[config.mk]
export PLATFORM = sky130hd
export DESIGN_NAME = vector_player
export DESIGN_NICKNAME = d
export VERILOG_FILES = /design/src/rtl/vector_player.sv
export SDC_FILE = /design/constraint.sdc
export NUM_CORES = 1
export LEC_CHECK = 0
export ABC_AREA = 1
export BUFFER_PORTS_ARGS = -buffer_cell sky130_fd_sc_hd__buf_2
export CAP_MARGIN = 20
export CORE_ASPECT_RATIO = 0.9
export CORE_MARGIN = 10
export CORE_UTILIZATION = 55
export DETAILED_ROUTE_END_ITERATION = 16
export PLACE_DENSITY = 0.73
export SLEW_MARGIN = 20
export SYNTH_ARGS = -nofsm -noshare
export SYNTH_HDL_FRONTEND = slang
export SYNTH_SLANG_ARGS = --single-unit
[constraint.sdc]
create_clock -name clk -period 7 [get_ports clk]
set_input_delay 1.4 -clock clk [delete_from_list [all_inputs] [get_ports clk]]
set_output_delay 1.4 -clock clk [all_outputs]
set_load 0.01 [all_outputs]
[src/rtl/vector_player.sv]
// -----------------------------------------------------------------------------
// vector_player
//   Walks a vector display list held in a synchronous frame RAM and drives X/Y
//   DAC codes plus a beam enable. A frame starts on a draw_frame pulse and
//   reads words from FRAME_MIN upward until an END word or until FRAME_MAX has
//   been consumed.
//     MOVE : jump to (x,y) with the beam blanked, then dwell SETTLE clocks.
//     DRAW : trace a Bresenham line from the current point to (x,y), one
//            point every STEP_CYCLES clocks; the beam is lit on each new
//            point (the start point itself is not re-lit).
//     END  : stop and return to IDLE.
//
// Ports
//   clk         in   system clock
//   rst         in   asynchronous reset, active-high
//   draw_frame  in   1-cycle start pulse (ignored unless IDLE)
//   adrREAD     out  RAM read address
//   dataREAD    in   RAM read data, valid one clock after adrREAD
//   x_out       out  X DAC code
//   y_out       out  Y DAC code
//   beam_on     out  1 = beam lit
//   frame_done  out  high while IDLE (ready for the next frame)
//
// Word format: {cmd[1:0], x[OUT_WIDTH-1:0], y[OUT_WIDTH-1:0]}
//   cmd 00 = MOVE, 01 = DRAW, 1x = END
// -----------------------------------------------------------------------------
module vector_player #(
  parameter int ADR_WIDTH   = 10,
  parameter int DATAWIDTH   = 18,
  parameter int OUT_WIDTH   = 8,
  parameter int FRAME_MIN   = 0,
  parameter int FRAME_MAX   = 1023,
  parameter int STEP_CYCLES = 4,
  parameter int SETTLE      = 16
) (
  input  logic                 clk,
  input  logic                 rst,
  input  logic                 draw_frame,
  output logic [ADR_WIDTH-1:0] adrREAD,
  input  logic [DATAWIDTH-1:0] dataREAD,
  output logic [OUT_WIDTH-1:0] x_out,
  output logic [OUT_WIDTH-1:0] y_out,
  output logic                 beam_on,
  output logic                 frame_done
);

  localparam int CNT_MAX = (SETTLE > STEP_CYCLES) ? SETTLE : STEP_CYCLES;
  localparam int CNT_W   = $clog2(CNT_MAX + 1);
  // Error term: dx/dy are at most 2^OUT_WIDTH-1, err stays within [-dy, dx].
  localparam int ERR_W   = OUT_WIDTH + 2;

  typedef enum logic [2:0] {
    S_IDLE,
    S_FETCH,
    S_WAIT,
    S_DECODE,
    S_MOVE_S,
    S_LINE,
    S_NEXT
  } state_t;

  state_t                   state_q, state_d;
  logic [ADR_WIDTH-1:0]     adr_q, adr_d;
  logic [OUT_WIDTH-1:0]     x_q, x_d;
  logic [OUT_WIDTH-1:0]     y_q, y_d;
  logic                     beam_q, beam_d;
  logic                     done_q, done_d;
  logic [DATAWIDTH-1:0]     word_q, word_d;
  logic signed [ERR_W-1:0]  dx_q, dx_d;
  logic signed [ERR_W-1:0]  dy_q, dy_d;
  logic signed [ERR_W-1:0]  err_q, err_d;
  logic                     sx_q, sx_d;   // 1 = step towards smaller x
  logic                     sy_q, sy_d;   // 1 = step towards smaller y
  logic [CNT_W-1:0]         cnt_q, cnt_d;

  // Fields of the latched word
  logic [1:0]               w_cmd;
  logic [OUT_WIDTH-1:0]     w_x;
  logic [OUT_WIDTH-1:0]     w_y;

  // Line set-up and step helpers
  logic signed [ERR_W-1:0]  diff_x;
  logic signed [ERR_W-1:0]  diff_y;
  logic signed [ERR_W-1:0]  abs_x;
  logic signed [ERR_W-1:0]  abs_y;
  logic signed [ERR_W:0]    e2;
  logic signed [ERR_W:0]    dx_e;
  logic signed [ERR_W:0]    dy_e;
  logic [OUT_WIDTH-1:0]     x_step;
  logic [OUT_WIDTH-1:0]     y_step;

  assign w_cmd = word_q[DATAWIDTH-1 -: 2];
  assign w_x   = word_q[2*OUT_WIDTH-1 -: OUT_WIDTH];
  assign w_y   = word_q[OUT_WIDTH-1:0];

  always_comb begin
    diff_x = $signed({2'b00, w_x}) - $signed({2'b00, x_q});
    diff_y = $signed({2'b00, w_y}) - $signed({2'b00, y_q});
    abs_x  = diff_x[ERR_W-1] ? -diff_x : diff_x;
    abs_y  = diff_y[ERR_W-1] ? -diff_y : diff_y;
    // One extra bit so 2*err and -dy never wrap in the comparisons.
    e2     = {err_q, 1'b0};
    dx_e   = {dx_q[ERR_W-1], dx_q};
    dy_e   = {dy_q[ERR_W-1], dy_q};
    x_step = sx_q ? (x_q - OUT_WIDTH'(1)) : (x_q + OUT_WIDTH'(1));
    y_step = sy_q ? (y_q - OUT_WIDTH'(1)) : (y_q + OUT_WIDTH'(1));
  end

  always_comb begin
    state_d = state_q;
    adr_d   = adr_q;
    x_d     = x_q;
    y_d     = y_q;
    beam_d  = beam_q;
    done_d  = done_q;
    word_d  = word_q;
    dx_d    = dx_q;
    dy_d    = dy_q;
    err_d   = err_q;
    sx_d    = sx_q;
    sy_d    = sy_q;
    cnt_d   = cnt_q;

    unique case (state_q)
      S_IDLE: begin
        beam_d = 1'b0;
        done_d = 1'b1;
        if (draw_frame) begin
          adr_d   = ADR_WIDTH'(FRAME_MIN);
          done_d  = 1'b0;
          state_d = S_FETCH;
        end
      end

      S_FETCH: state_d = S_WAIT;

      S_WAIT: begin
        word_d  = dataREAD;
        state_d = S_DECODE;
      end

      S_DECODE: begin
        if (w_cmd[1]) begin
          beam_d  = 1'b0;
          done_d  = 1'b1;
          state_d = S_IDLE;
        end else if (!w_cmd[0]) begin
          x_d     = w_x;
          y_d     = w_y;
          beam_d  = 1'b0;
          cnt_d   = CNT_W'(SETTLE - 1);
          state_d = S_MOVE_S;
        end else begin
          dx_d    = abs_x;
          dy_d    = abs_y;
          sx_d    = diff_x[ERR_W-1];
          sy_d    = diff_y[ERR_W-1];
          err_d   = abs_x - abs_y;
          cnt_d   = CNT_W'(STEP_CYCLES - 1);
          state_d = S_LINE;
        end
      end

      S_MOVE_S: begin
        if (cnt_q == '0) begin
          state_d = S_NEXT;
        end else begin
          cnt_d = cnt_q - CNT_W'(1);
        end
      end

      S_LINE: begin
        if (cnt_q != '0) begin
          cnt_d = cnt_q - CNT_W'(1);
        end else if ((x_q == w_x) && (y_q == w_y)) begin
          // Target reached (also covers a zero-length DRAW): blank and move on.
          beam_d  = 1'b0;
          state_d = S_NEXT;
        end else begin
          // Both tests use the pre-update e2; err may take both corrections.
          beam_d = 1'b1;
          cnt_d  = CNT_W'(STEP_CYCLES - 1);
          if ((e2 > -dy_e) && (e2 < dx_e)) begin
            err_d = err_q - dy_q + dx_q;
            x_d   = x_step;
            y_d   = y_step;
          end else if (e2 > -dy_e) begin
            err_d = err_q - dy_q;
            x_d   = x_step;
          end else if (e2 < dx_e) begin
            err_d = err_q + dx_q;
            y_d   = y_step;
          end
        end
      end

      S_NEXT: begin
        if (adr_q == ADR_WIDTH'(FRAME_MAX)) begin
          beam_d  = 1'b0;
          done_d  = 1'b1;
          state_d = S_IDLE;
        end else begin
          adr_d   = adr_q + ADR_WIDTH'(1);
          state_d = S_FETCH;
        end
      end

      default: begin
        beam_d  = 1'b0;
        done_d  = 1'b1;
        state_d = S_IDLE;
      end
    endcase
  end

  always_ff @(posedge clk or posedge rst) begin
    if (rst) begin
      state_q <= S_IDLE;
      adr_q   <= ADR_WIDTH'(FRAME_MIN);
      x_q     <= '0;
      y_q     <= '0;
      beam_q  <= 1'b0;
      done_q  <= 1'b1;
      word_q  <= '0;
      dx_q    <= '0;
      dy_q    <= '0;
      err_q   <= '0;
      sx_q    <= 1'b0;
      sy_q    <= 1'b0;
      cnt_q   <= '0;
    end else begin
      state_q <= state_d;
      adr_q   <= adr_d;
      x_q     <= x_d;
      y_q     <= y_d;
      beam_q  <= beam_d;
      done_q  <= done_d;
      word_q  <= word_d;
      dx_q    <= dx_d;
      dy_q    <= dy_d;
      err_q   <= err_d;
      sx_q    <= sx_d;
      sy_q    <= sy_d;
      cnt_q   <= cnt_d;
    end
  end

  assign adrREAD    = adr_q;
  assign x_out      = x_q;
  assign y_out      = y_q;
  assign beam_on    = beam_q;
  assign frame_done = done_q;

endmodule

==> results of run 1 <==
[layout make-up]
| type | count | area [µm²] | share of cell area (%) |
|---|---|---|---|
| Multi-Input combinational cell | 831 | 5049 | 58.04 |
| Timing Repair Buffer | 53 | 290.3 | 3.337 |
| Sequential cell | 86 | 2153 | 24.76 |
| Clock inverter | 4 | 77.57 | 0.8918 |
| Inverter | 165 | 620.6 | 7.135 |
| Clock buffer | 12 | 266.5 | 3.064 |
| Tap cell | 193 | 241.5 | 2.776 |
[through the flow]
| stage | hold slack [ns] | setup WS (ns) | cell area, µm² |
|---|---|---|---|
| floorplan | 0.4747 | 3.380 | 7946 |
| global placement | 0.4771 | 3.195 | 8334 |
| detailed placement | 0.4767 | 3.020 | 8334 |
| CTS | 0.4980 | 3.006 | 8678 |
| global route | 0.5492 | 2.574 | 8698 |
| finish | 0.4922 | 2.970 | 8698 |
[cells in the mapped netlist (all sizes together), types with 12 or more instances]
library cell	n
nor2	79
nand4	12
buf	12
o211ai	18
nand2	281
xor2	40
dfrtp	85
a21oi	78
ha	88
inv	163
nand3	59
nor3	21
o21ai	83
xnor2	14
[state kept, by name (all words and copies together), names as in the netlist, 3 cells and up]
name	flops
word_q	18
cnt_q	5
adrREAD	10
dx_q	10
err_q	10
y_out	8
state_q	3
x_out	8
dy_q	10
[routing by layer]
layer	part of all wire (%)	vias up
met1	49	3364
met5	0	-
met2	44	190
met3	5.6	16
li1	-	3709
met4	1.2	0
[path summary, 6_finish.rpt]
path	start	cells after the start	end
worst max-delay path	word_q[0]	20	err_q[8]
worst min-delay path	beam_on	2	beam_on
worst max register to register	word_q[0]	20	err_q[8]
worst min register to register	beam_on	2	beam_on
max in group asynchronous	rst	4	err_q[1]
min in group asynchronous	rst	2	adrREAD[9]
[cell families (layout without fill, tap and decap cells)]
kind of cell	count (synthesis)	after routing	share of synthesized area, %
multiplexers	1	1	0.1889
AO/OA/AOI/OAI	210	210	14.97
AND/OR/NAND/NOR	470	470	26.45
adder cells (fa/ha/maj)	96	96	15.87
buffers and inverters	185	234	9.368
flip-flops	86	86	27.10
XOR/XNOR	54	54	6.046
[worst max-delay path: cells and delay by family (launching register included)]
kind | cells | cell delay, ns
simple gates | 6 | 0.68
flops | 1 | 0.36
buf+inv | 4 | 0.42
compound gates | 7 | 1.45
fa+ha+maj | 3 | 1.00
==> summary.md, run 1 <==
| Metric | Value |
|---|---|
| Setup crit end kind | flip-flop |
| RSZ-0062 raised after global routing | false |
| Clk buf depth | 2 |
| WL/cell | 14.89 µm |
| Area Growth Syn to Fin | 9.463% |
| Total clock sinks | 86 |
| FFs w/ async S/R, synth | 100.0% |
| Vias | 7,279 |
| Worst Path Class, Setup | flip-flop to flip-flop |
| Vias/cell | 5.416 |
| Nets@finish | roughly 1,300 |
| Cell Count, Final, Fillers Out | 1,344 |
| Clk root buf | clkbuf_16 |
| Cts hold-fix bufs | 0 |
| Largest area contributor in the netlist | dfrtp_1 |
| Worst-margin pin slew | roughly 0.76 ns |
| Largest net degree at the start of global routing | 79 |
| Num rows | 41 |
| Final Setup Violations | 0 |
| Fill cells | 1,325 |
| Syn avg cell area | about 7 µm² |
| Outcome | finished, final reports clean |
| N_diodes | 0 |
| Setup TNS | 0 ns |
| Initial Util | 56.33% |
| First-pass detailed-route iteration total | 7 |
| Share of cells above drive strength 1 | 11.38% |
| HP Class | flip-flop to flip-flop |
| Slowest-stage cell, CP | fa_1 |
| Number of global-route vias before repair | approximately 6,800 |
| Ports | 49 |
| Netlist cell types | 51 |
| Met2 usage | roughly a third |
| Post_cts resized | 0 |
| Initial antenna violation count | 0 |
| Crit path time final | 4.030 ns |
| CP most frequent cell | inv_1 |
| Worst Path Max Fanout | 8 |
| Yosys warns | 0 |
| Commonest non-fill, non-tap cell in the layout | nand2_1 |
| Max-slew headroom | 49.06% |
| 1st-iter DRT viols | about 530 |
| IO buf count | 48 |
| Clock transition at path regs | 0.07 ns |
| Core box area | approximately 14,000 µm² |
| Worst path arrival time | between 4 and 5 ns |
| R2R Setup Slk | 2.97 ns |
| Mapped Cells | approximately 1,100 |
| Max incr delay on CP | 0.43 ns |
| Sequential fraction of the synthesis area | 27.10% |
| Part of the cycle the worst path needs | 57.57% |
| WP data required | 7.24 ns |
| H-tree depth | 3 |
| Worst-Skew Late Latency | 0.35 ns |
| Post-synth EDFFs | 0 |
| Synth area leaders | dfrtp_1 (27%), ha_1 (14%), nand2_1 (13%) |
| Commonest non-fill, non-tap cells in the layout | nand2_1 (267), inv_1 (150), ha_1 (88) |
| Placed cells | roughly 1,300 |
| Final WL | 20.01 mm |
| GR Util All Layers | between 20% and 30% |
| Post-CTS Setup Inserts | 0 |
| FF+latch count, synth | 86 |
| Total gr overflow | 0 |
| Max Freq | 0.2481 GHz |
| Met1 Resource Use GR | between 20% and 30% |
| Worst Setup Start Kind | flip-flop |
| Syn_nets | 1,219 |
| First-pass GRT wire length | 33.13 mm |
| Die ar. | 19,660 µm² |
| CTS tree | done |
| DP HPWL | 15.43 mm |
| Synth top area share | between 20 and 30% |
| RePlAce Congestion | between 0.9 and 1 |
| Synth Flop Type | dfrtp_1 |
| Final Max Slew Viols | 0 |
| Mapped cell area | 7946 µm² |
| Util after Layout | 61.66% |
| Antenna Nets Post-Route | 0 |
| Fin. Hold Viols | 0 |
| GRT busiest layer | met2 |
| Max Cap Viol | 0 |
| DRC | 0 |
| Num CTS Buffers | 9 |
| Die X | approximately 150 µm |
| Worst-path cell chain | inv_1, ha_1, inv_1, fa_1, nand3_2, nand2_2, nand2_1, and3_1, inv_1, o21ai_0, inv_1, fa_1, o21ai_0, a21oi_1, o21ai_0, a21oi_1, o21bai_1, nand2_1, nand3_1, a21oi_1 |
| Chip height | 134.0 µm |
| Final setup skew | 0.007210 ns |
| Met3 usage | around 3.5% |
Power of run 1 is not shown: default switching activity piles up to over one toggle a cycle in this logic, so the estimate is an artifact.
==> inputs of run 2 (changes only) <==
- PLACE_DENSITY: 0.73 -> 0.76
- clock period: 7 -> 3.4 ns (I/O delays scaled with it)
==> summary.md, run 2 (synthesis results as in run 1) <==
| Metric | Value |
|---|---|
| Stages on worst setup path | 20 (unchanged) |
| Worst-margin pin slew | 0.6069 ns (-0.1502 ns) |
| Share of cells above drive strength 1 | 21.69% (+10 points) |
| Clk buf depth | 2 (unchanged) |
| Reg-to-Reg Start | y_out[7] |
| Initial antenna violation count | 0 (unchanged) |
| H-tree depth | 3 (unchanged) |
| Clock transition at path regs | 0.07 ns (about the same) |
| Worst Path Class, Setup | flip-flop to flip-flop |
| Antenna Nets Post-Route | 0 (unchanged) |
| Worst reg2reg path depth | 20 (unchanged) |
| Largest net degree at the start of global routing | 48 (-39%) |
| Outcome | complete, but fails checks |
| Worst Setup EP | err_q[8] |
| R2R Setup Slk | -0.0007 ns (-2.97 ns) |
| Worst-path cell chain | inv_1, ha_1, nand2_1, nor2_2, nand2_1, and3_4, inv_1, buf_6, nand2_2, o21ai_2, inv_1, fa_1, o21ai_1, a21oi_1, o21ai_1, a21oi_1, o21bai_1, nand2_1, nand3_1, a21oi_1 |
| Number of global-route vias before repair | 7,327 (+8.2%) |
| Ports | 49 (unchanged) |
| CP top delay family | compound AO/OA/AOI/OAI gates |
| Worst Path Buf+Inv | 4 (unchanged) |
| Max Cap Viol | 0 (unchanged) |
| Worst path arrival time | 3.63 ns (-0.64 ns) |
| Die ar. | 19,660 µm² (unchanged) |
| Worst Setup Start Kind | flip-flop |
| RePlAce Congestion | 0.9218 (-1.8%) |
| 1st-iter DRT viols | 528 (+0.19%) |
| Max Freq | 0.2941 GHz (+19%) |
| Max reg flops | 18 (unchanged) |
| Fin. Hold Viols | 0 (unchanged) |
| Num CTS Buffers | 9 (unchanged) |
| Largest Register | word_q |
| Part of the cycle the worst path needs | 100.0% (+42 points) |
| Util after Layout | 67.54% (+5.9 points) |
| Vias/cell | 5.503 (+1.6%) |
| Final Max Slew Viols | 0 (unchanged) |
| Slowest-stage cell, CP | fa_1 |
| Total gr overflow | 0 (unchanged) |
| GR Util All Layers | 21.59% (+1.4 points) |
| Cts hold-fix bufs | 0 (unchanged) |
| IO buf count | 48 (unchanged) |
| Die X | 146.7 µm (unchanged) |
| Clk root buf | clkbuf_16 |
| Fill cells | 1,207 (-8.9%) |
| First-pass detailed-route iteration total | 5 (-2) |
| Max-slew headroom | 59.25% (+10 points) |
| Setup crit start | y_out[7] |
| CTS tree | done |
| Total clock sinks | 86 (unchanged) |
| WL/cell | 15.70 µm (+5.5%) |
| Worst setup margin | -0.0006992 ns (-2.971 ns) |
| WP data required | 3.63 ns (-3.61 ns) |
| Worst Path Max Fanout | 3 (-5) |
| Commonest non-fill, non-tap cells in the layout | nand2_1 (261), inv_1 (138), dfrtp_1 (83) |
| Worst r2r dst | err_q[8] |
| DP HPWL | 16.54 mm (+7.2%) |
| Worst-Skew Late Latency | 0.35 ns (about the same) |
| HP Class | input port to async pin |
| Chip height | 134.0 µm (unchanged) |
| First-pass GRT wire length | 35.35 mm (+6.7%) |
| Vias | 7,787 (+7.0%) |
| Cell Count, Final, Fillers Out | 1,415 (+5.3%) |
| DRC | 0 (unchanged) |
| Final WL | 22.22 mm (+11%) |
| N_diodes | 0 (unchanged) |
| RSZ-0062 raised after global routing | true |
| Failing checks | setup timing |
| Commonest non-fill, non-tap cell in the layout | nand2_1 |
| Area Growth Syn to Fin | 19.90% |
| Crit path time final | 3.401 ns (-0.6294 ns) |
| Core box area | 14,110 µm² (unchanged) |
| Final setup skew | 0.01009 ns (+0.002883 ns) |
| Initial Util | 56.33% (unchanged) |
| Max incr delay on CP | 0.42 ns (about the same) |
| Num rows | 41 (unchanged) |
| Placed cells | 1,379 (+3.9%) |
| Nets@finish | 1,334 (+5.6%) |
| Final Setup Violations | 1 (+1) |
| Setup crit end kind | flip-flop |
| Hold slack | 0.4491 ns (-0.04310 ns) |
==> run 2: through the flow <==
step	worst slack, ns	cell area, µm²	setup TNS (ns)
after floorplan	0.05032	7946	0
after global placement	0.04927	8725	0
after detailed placement	-0.07726	8725	-0.1373
after CTS	-0.001824	9027	-0.001824
after global routing	-0.2048	9528	-1.068
final	-0.0006992	9528	-0.0006992
==> run 2: area by class of cell <==
type	instances	area, µm²	share of cell area [%]
Multi-Input combinational cell	831	5398	56.65
Clock inverter	5	40.04	0.4202
Timing Repair Buffer	124	822.0	8.628
Tap cell	193	241.5	2.534
Inverter	165	628.1	6.592
Clock buffer	11	242.7	2.548
Sequential cell	86	2156	22.63
==> run 2: worst register-to-register path, delay by kind of cell, from the launching register on <==
kind / cells / cell delay, ns
buffers and inverters: 4 / 0.38
AND/OR/NAND/NOR: 7 / 0.74
adder cells (fa/ha/maj): 2 / 0.76
AO/OA/AOI/OAI: 7 / 1.00
flip-flops: 1 / 0.40
==> run 2: worst min path at each step <==
stage / from / to / slack [ns] / depth (start not counted)
after floorplan: word_q[11] / word_q[11] / 0.47 / 2
after global placement: beam_on / beam_on / 0.47 / 2
after detailed placement: beam_on / beam_on / 0.50 / 2
after CTS: rst / dy_q[8] / 0.46 / 3
after global routing: rst / adrREAD[6] / 0.48 / 3
final: rst / dy_q[8] / 0.45 / 3
==> run 2: routing by layer <==
metal  vias up  GRT usage, %  part of all wire [%]  wire length (µm)
met5         -             0                     0                 0
met4         0         6.778                   2.5               566
met3        47         3.833                   6.7              1495
met2       266         34.14                    46             10180
met1      3617         29.30                    45              9976
li1       3857             -                     -                 -
==> run 2: repair_timing <==
action,CTS,global route
setup endpoints to repair,3,18
resized for setup,4,83
pin swaps,0,33
buffers inserted,0,20
Power of run 2 is left out for the same reason.
